==> src/rtl/onehot_dispatch.sv <==
// onehot_dispatch
//   Accepts a 2-bit target code, drives the matching one-hot select line,
//   and waits for that target's acknowledge (or a timeout) before releasing
//   and accepting the next code.
//
// Ports
//   clk, rst_n          clock, async active-low reset
//   code_in/code_valid  encoded target index and its valid strobe
//   code_ready          high in IDLE (accept on valid & ready edge)
//   O1..O4              one-hot select lines (O1 = index 00), registered
//   A1..A4              per-line acknowledges
//   busy                state != IDLE
//   done / timeout      one-cycle completion pulses (ack / timeout)
//   spurious            sticky: a non-selected ack seen while driving
//   last_code           index of the most recent ack-terminated transfer
module onehot_dispatch #(
  parameter int unsigned      CNT_W   = 8,
  parameter logic [CNT_W-1:0] TIMEOUT = 8'd200
) (
  input  logic       clk,
  input  logic       rst_n,
  input  logic [1:0] code_in,
  input  logic       code_valid,
  output logic       code_ready,
  output logic       O1,
  output logic       O2,
  output logic       O3,
  output logic       O4,
  input  logic       A1,
  input  logic       A2,
  input  logic       A3,
  input  logic       A4,
  output logic       busy,
  output logic       done,
  output logic       timeout,
  output logic       spurious,
  output logic [1:0] last_code
);

  typedef enum logic [1:0] {S_IDLE, S_DRIVE, S_REL} state_t;

  // Counter value seen on the last DRIVE cycle before a timeout fires.
  localparam logic [CNT_W-1:0] TO_LAST = TIMEOUT - 1'b1;

  state_t           state_q, state_d;
  logic [1:0]       code_q, code_d;
  logic [CNT_W-1:0] cnt_q, cnt_d;
  logic [3:0]       o_q, o_d;
  logic             done_q, done_d;
  logic             to_q, to_d;
  logic             spur_q, spur_d;
  logic [1:0]       last_q, last_d;
  logic             rdy_q, rdy_d;
  logic             busy_q, busy_d;
  logic             rel_to_q, rel_to_d;   // current RELEASE follows a timeout

  logic [3:0] a_vec;
  logic [3:0] sel_dec;
  logic       sel_ack;
  logic       other_ack;

  assign a_vec     = {A4, A3, A2, A1};
  assign sel_dec   = 4'b0001 << code_q;
  assign sel_ack   = a_vec[code_q];
  assign other_ack = |(a_vec & ~sel_dec);

  always_comb begin
    state_d  = state_q;
    code_d   = code_q;
    cnt_d    = cnt_q;
    o_d      = o_q;
    done_d   = 1'b0;
    to_d     = 1'b0;
    spur_d   = spur_q;
    last_d   = last_q;
    rel_to_d = rel_to_q;
    case (state_q)
      S_IDLE: begin
        o_d = 4'b0000;
        // Handshake uses the registered ready, so the first edge after
        // reset release cannot accept.
        if (code_valid && rdy_q) begin
          code_d  = code_in;
          cnt_d   = '0;
          o_d     = 4'b0001 << code_in;
          state_d = S_DRIVE;
        end
      end
      S_DRIVE: begin
        if (cnt_q != '1) cnt_d = cnt_q + 1'b1;
        if (other_ack) spur_d = 1'b1;
        // Ack is checked first so it wins over a same-cycle timeout.
        if (sel_ack) begin
          o_d      = 4'b0000;
          done_d   = 1'b1;
          last_d   = code_q;
          rel_to_d = 1'b0;
          state_d  = S_REL;
        end else if ((TIMEOUT != '0) && (cnt_q == TO_LAST)) begin
          o_d      = 4'b0000;
          to_d     = 1'b1;
          rel_to_d = 1'b1;
          state_d  = S_REL;
        end
      end
      S_REL: begin
        o_d = 4'b0000;
        if (rel_to_q || !sel_ack) state_d = S_IDLE;
      end
      default: begin
        o_d     = 4'b0000;
        state_d = S_IDLE;
      end
    endcase
    // Registered status follows the next state so it lines up with state_q.
    rdy_d  = (state_d == S_IDLE);
    busy_d = (state_d != S_IDLE);
  end

  always_ff @(posedge clk or negedge rst_n) begin
    if (!rst_n) begin
      state_q  <= S_IDLE;
      code_q   <= 2'b00;
      cnt_q    <= '0;
      o_q      <= 4'b0000;
      done_q   <= 1'b0;
      to_q     <= 1'b0;
      spur_q   <= 1'b0;
      last_q   <= 2'b00;
      rdy_q    <= 1'b0;
      busy_q   <= 1'b0;
      rel_to_q <= 1'b0;
    end else begin
      state_q  <= state_d;
      code_q   <= code_d;
      cnt_q    <= cnt_d;
      o_q      <= o_d;
      done_q   <= done_d;
      to_q     <= to_d;
      spur_q   <= spur_d;
      last_q   <= last_d;
      rdy_q    <= rdy_d;
      busy_q   <= busy_d;
      rel_to_q <= rel_to_d;
    end
  end

  assign {O4, O3, O2, O1} = o_q;
  assign code_ready = rdy_q;
  assign busy       = busy_q;
  assign done       = done_q;
  assign timeout    = to_q;
  assign spurious   = spur_q;
  assign last_code  = last_q;

endmodule

==> config.mk <==
export PLATFORM = sky130hd
export DESIGN_NAME = onehot_dispatch
export DESIGN_NICKNAME = d
export VERILOG_FILES = /design/src/rtl/onehot_dispatch.sv
export SDC_FILE = /design/constraint.sdc
export NUM_CORES = 1
export LEC_CHECK = 0
export ABC_AREA = 1
export CORE_MARGIN = 2
export CORE_UTILIZATION = 55
export CTS_CLUSTER_SIZE = 12
export DETAILED_ROUTE_END_ITERATION = 10
export PLACE_DENSITY = 0.81
export SLEW_MARGIN = 0
export SYNTH_ARGS = -nofsm -noshare
export SYNTH_HDL_FRONTEND = slang
export SYNTH_SLANG_ARGS = --single-unit
==> constraint.sdc <==
create_clock -name clk -period 2.1 [get_ports clk]
set_input_delay 0.63 -clock clk [delete_from_list [all_inputs] [get_ports clk]]
set_output_delay 0.63 -clock clk [all_outputs]
set_load 0.05 [all_outputs]
==> run metrics <==
WP data required=1.47 ns; Multi-input gate area=598 um2; final critical-path required period=1.82 ns; Longest Clk Path Bufs=2; port bufs=19; measured slew at the worst slew-check pin=0.499 ns; CP Class=flip-flop to output port; Pre-antenna DRT Iters=4; Power Density=between 1000 and 1500 nW/um2; TritonCTS buffer count=3; first-pass GRT wire length=4400 um; fraction of layout cells with a size suffix above 1=0.211; Via density=roughly 5.2; post-CTS sizing=2; clock sink count=24; Slowest-stage cell, CP=dlygate4sd2_1; Fillers=183; Final Hold Fails=0; DRC=0; DPL Wire Length=~1800 um; YS warnings=0; worst vdd ir=708 uV; Setup violations, final=0; Mapped Cells=roughly 160; Syn Nets=166; TritonCTS clock tree=built; final wirelength=2420 um; worst path cell trace=dlygate4sd2_1; Final Core Density=0.695; Core Rows=17; commonest non-fill, non-tap cell in the layout=nand2_1; GRT Residual Overflow=0; DIE AREA=2720 um2; Tcrit/Tclk final=0.869; most frequent cells in the layout=39 x nand2_1, 24 x dfrtp_1, 20 x nand3_1; die height=52.1 um; Final #Nets=~190; CTS Hold Bufs=0; P_leak=around 0.84 nW; initial drt markers=31; Fin Setup TNS=0 ns; critical path's top delay family=buffers and inverters; Layout area overhead=19.5%; cell area after layout=1520 um2; Routed wire per std cell=11.7 um; Min Hold Slack=approximately 0.48 ns; routability cong.=0.855; CTS root buf=clkbuf_4; gr usage total=0.219; Fmax=roughly 0.55 GHz; total power=between 1.5 and 2 mW; initial antenna violation count=0; post-CTS setup buffers=0; Clock Latency Late Sink=~0.31 ns; WP data arrival=1.19 ns; max-cap violations=0; core region area=2190 um2; diodes inserted=0; Seq cells post-synth=24; crit end category=output port; largest net degree at the start of global routing=25; crit path buf inv count=1; Unique masters post-synth=24; status=complete, no violations; Seq/Total Area, Yosys=0.472; CP startpoint kind=flip-flop; H-tree depth=1; vias in the first global route=1025; clock-pin slew on the worst setup and hold paths=~0.12 ns; Slew Viols, Final=0; mapped cell area=approximately 1300 um2; Starting Density=0.581; post-synthesis average cell area=8.16 um2; I/O pins=20; number of antenna-violating nets in the routed design=0; Via Count=approximately 1100; Placement Cell Area=between 1000 and 1500 um2; Sequential cell area=601 um2; Critical Path Max Stage Delay=around 0.54 ns; Setup Skew=between 0.006 and 0.007 ns; RSZ-0062 raised after global routing=no; Worst Path Max Fanout=1; Min-Delay Path Class=flip-flop to flip-flop; relative slew slack=0.667; Chip Width=52.1 um
[layout make-up]
class / count / share of cell area
Timing Repair Buffer: 20 / 0.117
Clock buffer: 4 / 0.0238
Inverter: 20 / 0.0493
Sequential cell: 24 / 0.394
Multi-Input combinational cell: 112 / 0.393
Tap cell: 28 / 0.0230
[cells by family after synthesis]
| family | after synthesis | share of synthesized area |
|---|---|---|
| and+or+nand+nor | 89 | 0.361 |
| adders and majority gates | 1 | 0.00982 |
| AOI/OAI and AO/OA | 20 | 0.0855 |
| buffers and inverters | 20 | 0.0589 |
| xor gates and xnor gates | 2 | 0.0138 |
| DFF | 24 | 0.472 |
[where the power goes]
group / leakage (nW) / switching, mW / internal, mW / total (mW)
clock: 0.0210 / 0.134 / 0.106 / 0.240
combinational: 0.504 / 0.608 / 0.261 / 0.869
sequential: 0.314 / 0.0990 / 0.573 / 0.672
[path summary, 6_finish.rpt]
path | startpoint | cells past startpoint | slack [ns] | end
min in group asynchronous | rst_n | 2 | 0.65 | rel_to_q
worst max register to register | cnt_q[0] | 9 | 0.62 | code_ready
worst max-delay path | busy | 1 | 0.28 | busy
worst min register to register | spurious | 2 | 0.48 | spurious
max in group asynchronous | rst_n | 2 | 1.21 | code_q[0]
worst min-delay path | spurious | 2 | 0.48 | spurious
[synthesized netlist by cell type]
cell type | instances | area share
o21ai_0 | 11 | 0.043
nor2_4 | 2 | 0.018
a21boi_1 | 1 | 0.0059
o21ai_2 | 1 | 0.0069
a21o_1 | 1 | 0.0059
a21oi_1 | 1 | 0.0039
nand4_1 | 1 | 0.0049
xnor2_1 | 1 | 0.0069
nand3_1 | 20 | 0.079
nand2_4 | 2 | 0.018
nor2_2 | 2 | 0.0098
ha_1 | 1 | 0.0098
inv_1 | 15 | 0.044
dfrtp_1 | 24 | 0.47
nor3_4 | 1 | 0.013
nor2_1 | 8 | 0.024
nor3_1 | 2 | 0.0079
nand3_2 | 1 | 0.0079
nand2_1 | 39 | 0.11
nand2_2 | 10 | 0.049
inv_2 | 5 | 0.015
o21ai_1 | 5 | 0.020
nand2_8 | 1 | 0.016
xor2_1 | 1 | 0.0069
[sequential cells by signal (all words and copies together), names as in the netlist]
register,count
busy,1
cnt_q,8
code_q,2
code_ready,1
done,1
last_code,2
o_q,4
rel_to_q,1
spurious,1
state_q,2
timeout,1
[routing by layer]
layer | up-vias | GRT usage | share of wire
met3 | 2 | 0.0345 | 0.030
met2 | 15 | 0.361 | 0.49
li1 | 555 | - | -
met5 | - | 0 | 0
met1 | 504 | 0.289 | 0.48
met4 | 0 | 0.0833 | 0.0070
[metrics by stage]
step                instances  setup WS [ns]
floorplan                 156          0.734
global placement          204          0.311
detailed placement        204          0.257
CTS                       208         0.0156
global route              208          0.229
finish                    208          0.276
Power figures use the tool's default switching activity.
